<file path="src/rtl/contrast_lut_pkg.sv">
// -----------------------------------------------------------------------------
// contrast_lut_pkg
//   Shared types and constants for the contrast curve controller.
//   Optional build macro used by contrast_lut_ctrl: CONTRAST_LUT_READBACK_EN.
// -----------------------------------------------------------------------------
package contrast_lut_pkg;

   localparam int unsigned DATA_W_DEF = 8;
   localparam int unsigned DEPTH_DEF  = 256;
   localparam int unsigned PIPE_LAT   = 2;

   typedef enum logic [1:0] {
      ST_INIT,
      ST_LOAD,
      ST_PENDING
   } lut_state_e;

   typedef logic [7:0] gray_t;

   // Frame start as seen on the input side: vsync low last cycle, high now.
   function automatic logic vsync_rise(input logic prev_vsync, input logic cur_vsync);
      return cur_vsync & ~prev_vsync;
   endfunction

endpackage

</file>
<file path="src/rtl/contrast_lut_bank.sv">
// -----------------------------------------------------------------------------
// contrast_lut_bank
//   One curve table: DEPTH x DATA_W RAM, one write port, one synchronous read
//   port. A read and a write to the same address in the same cycle return the
//   old contents.
// Ports:
//   clk        system clock
//   i_wr_en    write strobe
//   i_wr_addr  write address
//   i_wr_data  write data
//   i_rd_addr  read address (sampled every cycle)
//   o_rd_data  registered read data, valid one cycle after i_rd_addr
// -----------------------------------------------------------------------------
module contrast_lut_bank #(
   parameter  int unsigned DATA_W = 8,
   localparam int unsigned DEPTH  = 2**DATA_W
) (
   input  logic              clk,
   input  logic              i_wr_en,
   input  logic [DATA_W-1:0] i_wr_addr,
   input  logic [DATA_W-1:0] i_wr_data,
   input  logic [DATA_W-1:0] i_rd_addr,
   output logic [DATA_W-1:0] o_rd_data
);

   logic [DATA_W-1:0] r_mem [DEPTH];
   logic [DATA_W-1:0] r_rd_data;

   always_ff @(posedge clk) begin
      if (i_wr_en) begin
         r_mem[i_wr_addr] <= i_wr_data;
      end
      r_rd_data <= r_mem[i_rd_addr];
   end

   assign o_rd_data = r_rd_data;

endmodule

</file>
<file path="src/rtl/contrast_lut_ctrl.sv">
// -----------------------------------------------------------------------------
// contrast_lut_ctrl
//   Maps a vsync/href/gray video stream through one of two 256-entry contrast
//   curves (ping-pong banks). The host fills the shadow bank and commits; the
//   banks swap on the next input frame start so no frame mixes two curves.
//   After reset both banks are filled with the identity curve (256 cycles).
//   Fixed 2-cycle pixel latency.
//
//   Build macro CONTRAST_LUT_READBACK_EN adds shadow-bank readback
//   (cfg_rd_en / cfg_rd_data).
//
// Ports:
//   clk, rst_n          clock, asynchronous active-low reset
//   per_img_vsync/href  input frame / pixel valid
//   per_img_gray        input pixel
//   cfg_wr_en           shadow-bank write strobe (LOAD only)
//   cfg_addr, cfg_data  shadow-bank write address / data
//   cfg_commit          request bank swap at next frame start (LOAD only)
//   cfg_rd_en           [readback] shadow-bank read strobe (LOAD only)
//   cfg_rd_data         [readback] read data, one cycle after cfg_rd_en
//   cfg_busy            high in INIT and PENDING
//   active_bank         bank used for mapping
//   post_img_vsync/href inputs delayed 2 cycles
//   post_img_gray       mapped pixel, 0 when post_img_href is low
// -----------------------------------------------------------------------------
module contrast_lut_ctrl
   import contrast_lut_pkg::*;
#(
   parameter  int unsigned DATA_W = DATA_W_DEF,
   localparam int unsigned DEPTH  = 2**DATA_W
) (
   input  logic              clk,
   input  logic              rst_n,
   input  logic              per_img_vsync,
   input  logic              per_img_href,
   input  logic [DATA_W-1:0] per_img_gray,
   input  logic              cfg_wr_en,
   input  logic [DATA_W-1:0] cfg_addr,
   input  logic [DATA_W-1:0] cfg_data,
   input  logic              cfg_commit,
`ifdef CONTRAST_LUT_READBACK_EN
   input  logic              cfg_rd_en,
   output logic [DATA_W-1:0] cfg_rd_data,
`endif
   output logic              cfg_busy,
   output logic              active_bank,
   output logic              post_img_vsync,
   output logic              post_img_href,
   output logic [DATA_W-1:0] post_img_gray
);

   // --------------------------------------------------------------------------
   // Control state
   // --------------------------------------------------------------------------
   lut_state_e        r_state;
   lut_state_e        w_state_nxt;
   logic [DATA_W-1:0] r_init_cnt;
   logic              r_active;
   logic              w_swap;
   logic              w_cfg_wr;

   // --------------------------------------------------------------------------
   // Pipeline
   // --------------------------------------------------------------------------
   logic              r_vsync_s1;
   logic              r_href_s1;
   logic [DATA_W-1:0] r_gray_s1;
   logic              r_vsync_s2;
   logic              r_href_s2;
   logic              r_sel_s2;

   // --------------------------------------------------------------------------
   // Bank ports
   // --------------------------------------------------------------------------
   logic              w_init;
   logic              w_bank0_we;
   logic              w_bank1_we;
   logic [DATA_W-1:0] w_wr_addr;
   logic [DATA_W-1:0] w_wr_data;
   logic [DATA_W-1:0] w_rd_addr0;
   logic [DATA_W-1:0] w_rd_addr1;
   logic [DATA_W-1:0] w_rd_data0;
   logic [DATA_W-1:0] w_rd_data1;

   // --------------------------------------------------------------------------
   // FSM: next state
   // --------------------------------------------------------------------------
   always_comb begin
      w_state_nxt = r_state;
      w_swap      = 1'b0;
      w_cfg_wr    = 1'b0;
      case (r_state)
         ST_INIT: begin
            if (r_init_cnt == DATA_W'(DEPTH - 1)) begin
               w_state_nxt = ST_LOAD;
            end
         end
         ST_LOAD: begin
            // A write in the commit cycle still lands before the FSM leaves LOAD.
            w_cfg_wr = cfg_wr_en;
            if (cfg_commit) begin
               w_state_nxt = ST_PENDING;
            end
         end
         ST_PENDING: begin
            if (vsync_rise(r_vsync_s1, per_img_vsync)) begin
               w_swap      = 1'b1;
               w_state_nxt = ST_LOAD;
            end
         end
         default: begin
            w_state_nxt = ST_INIT;
         end
      endcase
   end

   // --------------------------------------------------------------------------
   // FSM: state register, init counter, active bank
   // --------------------------------------------------------------------------
   always_ff @(posedge clk or negedge rst_n) begin
      if (!rst_n) begin
         r_state    <= ST_INIT;
         r_init_cnt <= '0;
         r_active   <= 1'b0;
      end else begin
         r_state <= w_state_nxt;
         if (r_state == ST_INIT) begin
            r_init_cnt <= r_init_cnt + 1'b1;
         end
         // Toggling on the vsync-rise cycle lets the first pixel of the new
         // frame, read one cycle later in stage 2, see the new bank.
         if (w_swap) begin
            r_active <= ~r_active;
         end
      end
   end

   // --------------------------------------------------------------------------
   // Write-port mux: INIT fills both banks with identity; LOAD writes only the
   // shadow bank, so the active bank can never be written by the host.
   // --------------------------------------------------------------------------
   always_comb begin
      w_init     = (r_state == ST_INIT);
      w_wr_addr  = w_init ? r_init_cnt : cfg_addr;
      w_wr_data  = w_init ? r_init_cnt : cfg_data;
      w_bank0_we = w_init | (w_cfg_wr &  r_active);
      w_bank1_we = w_init | (w_cfg_wr & ~r_active);
   end

   // --------------------------------------------------------------------------
   // Pixel pipeline
   // --------------------------------------------------------------------------
   always_ff @(posedge clk or negedge rst_n) begin
      if (!rst_n) begin
         r_vsync_s1 <= 1'b0;
         r_href_s1  <= 1'b0;
         r_gray_s1  <= '0;
         r_vsync_s2 <= 1'b0;
         r_href_s2  <= 1'b0;
         r_sel_s2   <= 1'b0;
      end else begin
         r_vsync_s1 <= per_img_vsync;
         r_href_s1  <= per_img_href;
         r_gray_s1  <= per_img_gray;
         r_vsync_s2 <= r_vsync_s1;
         r_href_s2  <= r_href_s1;
         // Remembers which bank produced this cycle's RAM read data.
         r_sel_s2   <= r_active;
      end
   end

`ifdef CONTRAST_LUT_READBACK_EN
   // The shadow bank's read port is free of pixel traffic, so it serves the
   // host readback.
   logic              r_rd_vld;
   logic              r_rd_bank;
   logic [DATA_W-1:0] r_rd_hold;

   assign w_rd_addr0 = r_active ? cfg_addr  : r_gray_s1;
   assign w_rd_addr1 = r_active ? r_gray_s1 : cfg_addr;

   always_ff @(posedge clk or negedge rst_n) begin
      if (!rst_n) begin
         r_rd_vld  <= 1'b0;
         r_rd_bank <= 1'b0;
         r_rd_hold <= '0;
      end else begin
         r_rd_vld  <= (r_state == ST_LOAD) & cfg_rd_en;
         r_rd_bank <= ~r_active;
         if (r_rd_vld) begin
            r_rd_hold <= cfg_rd_data;
         end
      end
   end

   // Fresh RAM data in the cycle after a read, held value otherwise.
   assign cfg_rd_data = r_rd_vld ? (r_rd_bank ? w_rd_data1 : w_rd_data0) : r_rd_hold;
`else
   assign w_rd_addr0 = r_gray_s1;
   assign w_rd_addr1 = r_gray_s1;
`endif

   // --------------------------------------------------------------------------
   // Banks
   // --------------------------------------------------------------------------
   contrast_lut_bank #(
      .DATA_W (DATA_W)
   ) u_bank0 (
      .clk       (clk),
      .i_wr_en   (w_bank0_we),
      .i_wr_addr (w_wr_addr),
      .i_wr_data (w_wr_data),
      .i_rd_addr (w_rd_addr0),
      .o_rd_data (w_rd_data0)
   );

   contrast_lut_bank #(
      .DATA_W (DATA_W)
   ) u_bank1 (
      .clk       (clk),
      .i_wr_en   (w_bank1_we),
      .i_wr_addr (w_wr_addr),
      .i_wr_data (w_wr_data),
      .i_rd_addr (w_rd_addr1),
      .o_rd_data (w_rd_data1)
   );

   // --------------------------------------------------------------------------
   // Outputs
   // --------------------------------------------------------------------------
   assign cfg_busy       = (r_state != ST_LOAD);
   assign active_bank    = r_active;
   assign post_img_vsync = r_vsync_s2;
   assign post_img_href  = r_href_s2;
   assign post_img_gray  = r_href_s2 ? (r_sel_s2 ? w_rd_data1 : w_rd_data0) : '0;

endmodule

</file>
<file path="config.mk">
export PLATFORM = sky130hd
export DESIGN_NAME = contrast_lut_ctrl
export DESIGN_NICKNAME = d
export VERILOG_FILES = /design/src/rtl/contrast_lut_pkg.sv /design/src/rtl/contrast_lut_bank.sv /design/src/rtl/contrast_lut_ctrl.sv
export SDC_FILE = /design/constraint.sdc
export NUM_CORES = 2
export LEC_CHECK = 0
export ABC_AREA = 1
export BUFFER_PORTS_ARGS = -buffer_cell sky130_fd_sc_hd__buf_4
export CORE_UTILIZATION = 62
export DETAILED_ROUTE_END_ITERATION = 12
export PLACE_DENSITY = 0.76
export SLEW_MARGIN = 10
export SYNTH_ARGS = -nofsm -noshare
export SYNTH_HDL_FRONTEND = slang
export SYNTH_HIERARCHICAL = 1
export SYNTH_SLANG_ARGS = --single-unit
</file>
<file path="constraint.sdc">
create_clock -name clk -period 11.9 [get_ports clk]
set_input_delay 0.595 -clock clk [delete_from_list [all_inputs] [get_ports clk]]
set_output_delay 0.595 -clock clk [all_outputs]
set_load 0.005 [all_outputs]
</file>
### After elaboration in Yosys (flattened, before gate mapping)

Memories as Yosys holds them, arrays and structs flattened. A register that Yosys moved wholly into a read port is not among the register bits.
Index checks and enable logic that the tools add are counted.

| word-level totals | value |
|---|---|
| memory bits (writable) | 4,096 |
| bits in latches | 0 |
| register bits | 24 |
| logic and storage cells | 43 |
| memories | 2 |
| bits of input ports | 30 |
| ROM bits | 0 |

Memory list:

| name | words | width | read ports | clocked after memory_dff | write ports | RTL line | RTL |
|---|---|---|---|---|---|---|---|
| u_bank0.r_mem | 256 | 8 | 1 | 1 | 1 | contrast_lut_bank.sv:26 | `logic [DATA_W-1:0] r_mem [DEPTH];` |
| u_bank1.r_mem | 256 | 8 | 1 | 1 | 1 | contrast_lut_bank.sv:26 |  |

| operators by class | value |
|---|---|
| reductions and logical operators | 2 |
| shift operators | 0 |
| equality and inequality tests | 7 |
| add/subtract/negate cells | 1 |
| muxes and demuxes | 15 |
| multiply operators | 0 |
| $lt $le $gt $ge | 0 |
| divide/modulo/power cells | 0 |
| bitwise logic cells | 7 |

Operators by type and width:

| cell | count |
|---|---|
| $mux W8 | 4 |
| $add A8 B1 Y8 const B | 1 |
| $eq A8 B8 Y1 const B | 1 |
| $mux W1 | 7 |
| $mux W2 | 3 |
| $pmux W2 S3 | 1 |
| $ne A2 B1 Y1 const B | 2 |
| $ne A2 B2 Y1 const B | 2 |
| $and A1 B1 Y1 | 3 |
| $reduce_and A3 Y1 | 1 |
| $eq A2 B1 Y1 const B | 1 |
| $eq A2 B2 Y1 const B | 1 |
| $logic_not A2 Y1 | 1 |
| $not A1 Y1 | 2 |
| $or A1 B1 Y1 | 2 |

### Longest topological paths before layout

| depth | value |
|---|---|
| depth after elaboration | 6 |
| gate-level depth with buffers | 15 |
| gate-level depth less buffers | 11 |

### By module

The synthesis kept the hierarchy.

By module, submodules not included:

| module | seq. area each (µm²) | area each (µm²) | instances | cells an instance |
|---|---|---|---|---|
| contrast_lut_bank | 61,659.1 | 83,396.2 | 2 | 7,003 |
| contrast_lut_ctrl | 600.6 | 1,169.9 | 1 | 148 |

### Least setup slack after synthesis

No wires, ideal clock.

| timing | value |
|---|---|
| path kind | register to register |
| start | register r_state[1] |
| end | memory u_bank0.r_mem[0][7], data pin |
| library setup time | 1.448 ns |
| slack | 3.657 ns |
| arrival time | 6.795 ns |
| data required time | 10.452 ns |
| stages on the path, launching flop included | 6 |
| buffers on the path | 1 |
| path through | dfrtp_1 nor2_4 inv_2 buf_2 nand2_1 nand2_1 |

| between the ends | value |
|---|---|
| word-level cells in the longest chain between the ends | 2 |

RTL lines:

| item | RTL line | RTL |
|---|---|---|
| start: declaration | contrast_lut_ctrl.sv:55 | `lut_state_e r_state;` |
| start signal: assignment | contrast_lut_ctrl.sv:126 | `r_state <= w_state_nxt;` |
| $logic_not A2 Y1 | contrast_lut_ctrl.sv:143 | `w_init = (r_state == ST_INIT);` |
| $mux W8 | contrast_lut_ctrl.sv:145 | `w_wr_data = w_init ? r_init_cnt : cfg_data;` |
| via w_wr_data[7] | contrast_lut_ctrl.sv:79 | `logic [DATA_W-1:0] w_wr_data;` |
| end: declaration | contrast_lut_bank.sv:26 |  |

The timed path passes the listed nets, and every way through them passes these cells.

==> metrics.md <==
| Metric | Value |
|---|---|
| Wire length of the first global-routing pass | `between 600 and 700 mm` |
| CTS max path bufs | `4` |
| CP Capture Type | `flip-flop` |
| MaxCap Viol Count | `0` |
| WS Path Type | `reg -> reg` |
| Inserted Clock Buffers | `around 400` |
| Syn Nets | `roughly 14k` |
| Most Frequent Cell on Critical Path | `nand3_1` |
| Die ar. | `273,000 µm²` |
| Register area | `~120,000 µm²` |
| WL per Instance | `between 20 and 30 µm` |
| Routed length on met2 | `210 mm` |
| Switch share | `about 28%` |
| Clock sink count | `between 4k and 5k` |
| Cell taking the most area after synthesis | `edfxtp_1` |
| Vias | `113k` |
| Fillers | `between 15k and 20k` |
| Tmin final | `between 6 and 7 ns` |
| Vias in the first global route | `~110k` |
| Initial antenna violation count | `15` |
| Root buffer cell | `clkbuf_16` |
| Core Util, Final | `67.7%` |
| M1 wire length | `157 mm` |
| Max Used Layer | `met5` |
| Synthesized area | `around 170,000 µm²` |
| Clock transition at path regs | `approximately 0.060 ns` |
| Crit path max-delay family | `buffers and inverters` |
| Fmax | `~160 MHz` |
| Post-DP HPWL | `242 mm` |
| Post-synth top area share | `approximately three quarters` |
| Levels on crit path | `14` |
| Total number of yosys warnings | `6` |
| DRC | `0` |
| DRT Wirelength | `about 450 mm` |
| P_int | `about 27 mW` |
| Final hold violations | `0` |
| Synth area leaders | `edfxtp_1 73%, nand3_1 12%, nand2_1 9.6%` |
| Largest net degree at the start of global routing | `260` |
| Setup Viol. Count Final | `0` |
| Multi-input gate area | `just under 40,000 µm²` |
| # IOs | `42` |
| I/O Buffers | `41` |
| Unique masters post-synth | `26` |
| Htree depth | `5` |
| DRT Pass-1 Iters | `7` |
| Post-CTS Setup Bufs | `0` |
| Die height | `522 µm` |
| Row count | `190` |
| Worst path max stage delay | `1.14 ns` |
| Crit start category | `flip-flop` |
| Slowest CP cell | `dfrtp_4` |
| Failing checks | `max-slew violations` |
| Status | `finished, violations left` |
| Pwr/cell area | `204 nW/µm²` |
| Mapped Cells | `about 14k` |
| Worst path arrival time | `7.27 ns` |
| Syn Area/Cell | `between 10 and 15 µm²` |
| RSZ-0062 raised after global routing | `no` |
| Core region area | `approximately 270,000 µm²` |
| Length in cells of the worst reg-to-reg path | `14` |
| WP buf/inv | `4` |
| Layout area overhead | `8.36%` |
| Power share of the sequential group | `51.2%` |
| Worst slew pin tran | `around 1.8 ns` |
| Initial Util | `62.5%` |
| Clk pwr share | `33.1%` |
| Slew margin rel. | `-20.5%` |
| Nets | `~14k` |
| Final period utilization | `54.0%` |
| Routed wl met3 | `approximately 50 mm` |
| NetSw | `10.6 mW` |
| 1st-iter DRT viols | `17.5k` |
| Leakage | `roughly 63 nW` |
| Max-slew violations | `about 170` |
| #FFs+latches synth | `4,136` |
| Share of layout cells above drive strength 1 | `under 10%` |
| Register area share after synthesis | `73.8%` |
| Hold WC Path Type | `in -> async` |
| Combinational power share | `around 16%` |
| Chip width | `roughly 520 µm` |
| Post-route ant nets | `0` |
| Skew final | `slightly above 0.08 ns` |
| Worst EP required | `between 10 and 15 ns` |
| RePlAce Congestion | `0.902` |
| Crit-path cells | `buf_4 -> buf_4 -> buf_12 -> buf_4 -> nand2_1 -> nand3_1 -> nand3_1 -> nand3_1 -> nand3_1 -> nand3_1 -> nand3_1 -> nand2_1 -> nand2_1 -> nand2_1` |
| GRT Overall Usage | `between 30 and 40%` |
| Worst-Skew Late Latency | `0.93 ns` |
| Vias per std cell | `about 6.4` |
| GRT overflow | `0` |
| Setup TNS | `0 ns` |
| Power Total | `about 37 mW` |
| Clock tree from TritonCTS | `done` |
| Worst vdd ir | `between 0.2 and 0.3 mV` |
| Worst-path maximum fanout | `between 150 and 200` |
## logic make-up (layout without fill, tap and decap cells)
group,count (synthesis),after routing,synth area share (%)
other,0,9,0
adders and majority gates,1,1,0.00745
AOI/OAI and AO/OA,11,11,0.0372
buffers and inverters,1056,993,3.13
and+or+nand+nor,8945,8945,23.0
DFF,4136,4136,73.8
xor gates and xnor gates,5,5,0.0261
## path summary, 6_finish.rpt
check                                       start                            to  slack [ns]
setup / recovery           r_gray_s1[0]$_DFF_PN0_  u_bank1/o_rd_data[1]$_DFF_P_        5.47
hold / removal                              rst_n      post_img_vsync$_DFF_PN0_        0.16
setup reg to reg           r_gray_s1[0]$_DFF_PN0_  u_bank1/o_rd_data[1]$_DFF_P_        5.47
hold reg to reg               r_href_s1$_DFF_PN0_       post_img_href$_DFF_PN0_        0.37
max in group asynchronous                   rst_n        r_gray_s1[1]$_DFF_PN0_       11.32
min in group clk                     per_img_href           r_href_s1$_DFF_PN0_        0.32
## cell type report
| cell class | instances | share of cell area [%] |
|---|---|---|
| clock inverter | 228 | 1.14 |
| multi-input combinational | 8962 | 21.4 |
| timing repair buffer | 187 | 0.932 |
| antenna | 9 | 0.0124 |
| sequential | 4136 | 68.1 |
| tap | 3552 | 2.44 |
| clock buffer | 491 | 5.79 |
| inverter | 87 | 0.217 |
## Yosys cell counts, drive strengths merged
cell type and instances:
edfxtp 4096, o211ai 1, nand2 4311, buf 745, nand3b 2, nand3 4041
xor2 3, ha 1, inv 87, o21ai 10, dfxtp 16, dfrtp 24
nor2 589, nand4 2, clkbuf 224, xnor2 2
## what timing repair did
action | in CTS | in global routing
hold endpoints to repair | 37 | 0
hold buffers | 12 | 0
gates resized for setup | 0 | 0
## registers in the layout (all words and copies together) (netlist names), 2 cells and up
signal and count:
r_gray_s1 8, r_init_cnt 8, r_state 2, u_bank0/o_rd_data 8, u_bank0/r_mem 2048, u_bank1/o_rd_data 8, u_bank1/r_mem 2048
## placed cells by master, fill, tap and decap left out, drive strengths merged, types with 3 or more instances in the layout
master / Yosys / final
nand2: 4311 / 4311
edfxtp: 4096 / 4096
nand3: 4041 / 4041
nor2: 589 / 589
clkbuf: 224 / 491
clkinv: 0 / 177
buf: 745 / 175
inv: 87 / 96
bufinv: 0 / 34
dfrtp: 24 / 24
dfxtp: 16 / 16
dlygate4sd3: 0 / 12
o21ai: 10 / 10
diode: 0 / 9
clkinvlp: 0 / 8
xor2: 3 / 3
## worst reg2reg max path: stages (launching register included)
cell and delay (ns):
dfrtp_4 1.14, buf_4 0.75, buf_4 0.85, buf_12 0.72, buf_4 1.26, nand2_1 0.21, nand3_1 0.17, nand3_1 0.09
nand3_1 0.13, nand3_1 0.09, nand3_1 0.18, nand3_1 0.12, nand2_1 0.32, nand2_1 0.21, nand2_1 0.14
## metrics by stage
step | area [µm²] | worst slack [ns] | hold WS (ns) | std cells
CTS | 182000 | 5.77 | 0.133 | 17600
global placement | 169000 | 5.83 | 0.334 | 16900
detailed placement | 169000 | 5.78 | 0.338 | 16900
floorplan | 168000 | 3.66 | 0.299 | 14200
finish | 182000 | 5.47 | 0.159 | 17700
global route | 182000 | 5.28 | 0.171 | 17600
## routing by layer
metal,GRT usage [%],up-vias
met2,51.2,7728
met4,19.1,16
met5,0,-
met3,5.94,1325
met1,42.1,54800
li1,-,49400
## power groups by stage
stage / clock [mW] / combinational, mW / sequential [mW]
2_1_floorplan: 0 / 2.77 / 20.9
3_3_place_gp: 0 / 5.48 / 19.3
3_5_place_dp: 0 / 5.64 / 19.3
4_1_cts: 12.4 / 5.66 / 19.0
5_1_grt: 12.9 / 6.03 / 19.1
6_report: 12.3 / 5.82 / 19.1
(Power assumes the default switching activity.)
